## src/rtl/delay_timer_ctrl_pkg.sv

```systemverilog
// Shared constants for the delay timer: register map, status bit layout,
// control bits and FSM state encodings.
package delay_timer_ctrl_pkg;

   localparam logic ADDR_COUNT  = 1'b0;
   localparam logic ADDR_STAT   = 1'b1;

   localparam int   ST_DONE     = 0;
   localparam int   ST_BUSY     = 1;
   localparam int   CTRL_CANCEL = 0;

   typedef enum logic [1:0] {
      S_IDLE = 2'd0,
      S_ARM  = 2'd1,
      S_RUN  = 2'd2
   } state_e;

endpackage

```

## src/rtl/delay_timer_ctrl.sv

```systemverilog
// CPU-facing delay timer: counts N generator ticks after a COUNT write,
// then raises a sticky done flag that a STATUS read clears.
module delay_timer_ctrl
   import delay_timer_ctrl_pkg::*;
#(
   parameter int DW = 12
) (
   input  logic          clk,
   input  logic          rst,
   input  logic          cs,
   input  logic          wr,
   input  logic          rd,
   input  logic          addr,
   input  logic [DW-1:0] data_in,
   output logic [DW-1:0] data_out,
   output logic          tick_en,
   input  logic          tick,
   output logic          busy,
   output logic          done,
   output logic [1:0]    state_dbg
);

   state_e        state_q, state_d;
   logic [DW-1:0] remaining_q, remaining_d;
   logic          done_q, done_d;

   logic wr_count, wr_ctrl, rd_stat;
   assign wr_count = cs & wr & (addr == ADDR_COUNT);
   assign wr_ctrl  = cs & wr & (addr == ADDR_STAT);
   assign rd_stat  = cs & rd & (addr == ADDR_STAT);

   always_ff @(posedge clk) begin
      if (rst) begin
         state_q     <= S_IDLE;
         remaining_q <= '0;
         done_q      <= 1'b0;
      end else begin
         state_q     <= state_d;
         remaining_q <= remaining_d;
         done_q      <= done_d;
      end
   end

   // Priority, lowest to highest: status-read clear, tick/done set,
   // cancel, COUNT write. A cancel discards a coincident final tick.
   always_comb begin
      state_d     = state_q;
      remaining_d = remaining_q;
      done_d      = rd_stat ? 1'b0 : done_q;
      case (state_q)
         S_ARM: state_d = S_RUN;
         S_RUN: begin
            if (tick && remaining_q != '0) begin
               remaining_d = remaining_q - {{(DW-1){1'b0}}, 1'b1};
               if (remaining_q == {{(DW-1){1'b0}}, 1'b1}) begin
                  state_d = S_IDLE;
                  done_d  = 1'b1;
               end
            end
         end
         default: state_d = S_IDLE;
      endcase
      if (wr_ctrl && data_in[CTRL_CANCEL]) begin
         state_d     = S_IDLE;
         remaining_d = '0;
         done_d      = rd_stat ? 1'b0 : done_q;
      end
      if (wr_count) begin
         remaining_d = data_in;
         if (data_in != '0) begin
            state_d = S_ARM;
            done_d  = 1'b0;
         end else begin
            state_d = S_IDLE;
            done_d  = 1'b1;
         end
      end
   end

   always_comb begin
      tick_en   = (state_q == S_RUN);
      busy      = (state_q != S_IDLE);
      done      = done_q;
      state_dbg = state_q;
      data_out  = '0;
      if (cs && rd) begin
         if (addr == ADDR_COUNT) begin
            data_out = remaining_q;
         end else begin
            data_out[ST_DONE] = done_q;
            data_out[ST_BUSY] = busy;
         end
      end
   end

endmodule

```

## config.mk

```make
export PLATFORM = sky130hd
export DESIGN_NAME = delay_timer_ctrl
export DESIGN_NICKNAME = d
export VERILOG_FILES = /design/src/rtl/delay_timer_ctrl_pkg.sv /design/src/rtl/delay_timer_ctrl.sv
export SDC_FILE = /design/constraint.sdc
export NUM_CORES = 1
export LEC_CHECK = 0
export BUFFER_PORTS_ARGS = -buffer_cell sky130_fd_sc_hd__buf_2
export CAP_MARGIN = 15
export CORE_ASPECT_RATIO = 1.4
export CORE_MARGIN = 2
export CORE_UTILIZATION = 30
export CTS_BUF_LIST = sky130_fd_sc_hd__clkbuf_16
export DETAILED_ROUTE_END_ITERATION = 7
export PLACE_DENSITY = 0.53
export SYNTH_ARGS = -nofsm -noshare
export SYNTH_HDL_FRONTEND = slang
export SYNTH_SLANG_ARGS = --single-unit
```

## constraint.sdc

```tcl
create_clock -name clk -period 3.1 [get_ports clk]
set_input_delay 0.62 -clock clk [delete_from_list [all_inputs] [get_ports clk]]
set_output_delay 0.62 -clock clk [all_outputs]
set_load 0.005 [all_outputs]
```

==> out/summary.txt <==
status: finished clean
Overall Power: 659.7 uW
worst reg2reg endpoint: done$_SDFF_PP0_
Final Slew Violations: 0
yosys warns: 0
Starting Density: 31.59%
commonest non-fill, non-tap cell in the layout: buf_2
Max IR drop VDD: 0.2522 mV
top cell type's share of synthesized area: 24.05%
placed inst area: 1429 um2
uppermost layer routed: met4
leak pwr: 0.0006457 uW
core area: 3953 um2
routed length on met3: 172 um
H-tree depth: 1
PD cells: 437.6 nW/um2
drt total wl: 3.891 mm
Nets: 201
total die area: 4702 um2
Final min period: 2.413 ns
syn nets: 171
vias in the first global route: 1235
r2r setup slk: 0.69 ns
IO Pins: 36
DRT Pass-1 Iters: 4
postcts setup bufs: 0
Syn Std Cell Area: 1249 um2
total number of vias: 1322
number of I/O port buffers: 35
CTS root buffer: clkbuf_16
Worst-Skew Late Latency: 0.24 ns
CTS tree: done
share of layout cells above drive strength 1: 26.40%
Worst EP arrival: 2.57 ns
Resized cells post-CTS: 0
Max stage delay on crit path: 0.50 ns
Slowest cell on crit path: dfxtp_1
metal2 WL: 1.902 mm
beginning of the worst hold path: remaining_q[5]$_SDFFE_PP0P_
post-DR wirelength/cell: 17.61 um
Slew @ Worst Pin: 0.6123 ns
Max clock buf depth: 2
row cnt: 27
RSZ-0062 raised after global routing: no
Post-synth ARST share: 0%
register area: 300.3 um2
min-delay worst type: flop to flop
CP delay by family, top: simple AND/OR/NAND/NOR gates
fill cell count: 414
total track usage: 16.99%
Worst-path clk slew: 0.05 ns
metal1 wirelength: 1.740 mm
Buf+Inv Stages, Crit Path: 1
Crit. End Element: flop
DP HPWL: 2.945 mm
ANT cells: 0
critical path peak fanout: 8
Synth area leaders: dfxtp_1 (24%), and2_1 (5.5%), a211oi_1 (4.8%)
most frequent cells in the layout: buf_2 (35), dfxtp_1 (15), and2_1 (11)
placed cells: 217
Die Wd: 58.53 um
fin crit share: 77.83%
placer congestion estimate: 0.9069
Setup TNS: 0 ns
top_reg_cell synth: dfxtp_1
sequential area share after synthesis: 24.05%
# DRC: 0
Die H: 80.34 um
Worst R2R Path Depth: 6
critical path class: flop to flop
hold depth: 2
Worst setup SP type: flop
DRT iter0 DRCs: 39
Area growth syn-to-layout: 20.74%
Fin. Hold Viols: 0
sequence of cells on the critical path: inv_1, ha_1, or4bb_1, or4_1, or2_0, a211oi_1
Synth area leader: dfxtp_1
count of final setup violators: 0
fmax: 414.4 MHz
initial antenna violation count: 0
largest net degree at the start of global routing: 21
total clock sinks: 15
FF+latch count, synth: 15
Slew HR: 59.18%
number of clock buffers inserted by TritonCTS: 3
WHS Endpoint: remaining_q[5]$_SDFFE_PP0P_
post-route clock skew: 0.001828 ns
multi-input logic area: 873.3 um2
syn avg cell area: 8.381 um2
worst r2r src: remaining_q[0]$_SDFFE_PP0P_
Post-synth EDFFs: 0
global-route wire length before repair: 6.196 mm
Finished Layout Cells: 221
Worst EP required: 3.26 ns
post-layout util: 38.15%
fin area: 1508 um2
drt via density: 5.982
total gr overflow: 0
Routed Antenna Nets: 0
synth unique cells: 46
cells after synthesis: 149
max_cap viols: 0
Hold-fix buffers, CTS: 0
[per-stage QoR]
stage	hold slack [ns]	setup WS [ns]
2_1_floorplan	0.4985	0.8646
3_3_place_gp	0.5452	0.7528
3_5_place_dp	0.5394	0.7456
4_1_cts	0.5478	0.6974
5_1_grt	0.5611	0.5964
6_report	0.5616	0.6872
[cell usage after synthesis (3+ instances only)]
cell type   n
nand4_1     3
a211oi_1    8
clkbuf_1    9
mux2i_1     4
a32oi_1     3
and2_1     11
nand3b_1    3
inv_1       5
nor2_1      8
dfxtp_1    15
a21boi_0    4
ha_1        3
nor2b_1     4
a21oi_1     4
and3b_1     3
a2111oi_0   3
nor3_1      6
nand2_1     6
nor4_1      5
a22oi_1     5
[metal layers]
metal  global-route usage [%]  up-vias
li1                         -      642
met1                    21.63      636
met2                    29.44       36
met3                    1.127        8
met4                    6.047        0
met5                        0        -
[worst max-delay path by stage]
stage / start / endpoint / slack [ns] / cells after the start
after global routing: remaining_q[0]$_SDFFE_PP0P_ / done$_SDFF_PP0_ / 0.60 / 6
after CTS: remaining_q[0]$_SDFFE_PP0P_ / done$_SDFF_PP0_ / 0.70 / 6
after global placement: remaining_q[0]$_SDFFE_PP0P_ / done$_SDFF_PP0_ / 0.75 / 6
after detailed placement: remaining_q[0]$_SDFFE_PP0P_ / done$_SDFF_PP0_ / 0.75 / 6
final: remaining_q[0]$_SDFFE_PP0P_ / done$_SDFF_PP0_ / 0.69 / 6
after floorplan: addr / remaining_q[11]$_SDFFE_PP0P_ / 0.86 / 6
[worst register-to-register path, delay by kind of cell (launching register included)]
family / cells / cell delay, ns
AND/OR/NAND/NOR: 3 / 1.21
flip-flops: 1 / 0.50
adder cells (fa/ha/maj): 1 / 0.24
AO/OA/AOI/OAI: 1 / 0.22
buffers and inverters: 1 / 0.16
[final cells by class]
| type | instances | share of cell area (%) |
|---|---|---|
| Sequential cell | 15 | 19.92 |
| Clock buffer | 3 | 4.979 |
| Timing Repair Buffer | 36 | 12.12 |
| Tap cell | 43 | 3.568 |
| Inverter | 5 | 1.245 |
| Clock inverter | 1 | 0.2490 |
| Multi-Input combinational cell | 118 | 57.93 |
[cells by family after synthesis]
| group | Yosys count | synth area share, % |
|---|---|---|
| mux | 4 | 3.207 |
| simple gates | 69 | 35.67 |
| flops | 15 | 24.05 |
| buf+inv | 16 | 6.012 |
| xor+xnor | 2 | 1.403 |
| fa+ha+maj | 3 | 3.006 |
| compound gates | 40 | 26.66 |
[power by group]
| group | internal (uW) | leakage (uW) | switching, uW |
|---|---|---|---|
| Clock | 171 | 0.0000423 | 80.9 |
| Sequential | 206 | 0.000123 | 20.3 |
| Combinational | 81.6 | 0.000481 | 100 |
[state kept, by name, summed over array words and instances (netlist names)]
signal / flops
remaining_q: 12
state_dbg: 2
done: 1
(Power assumes the default switching activity.)
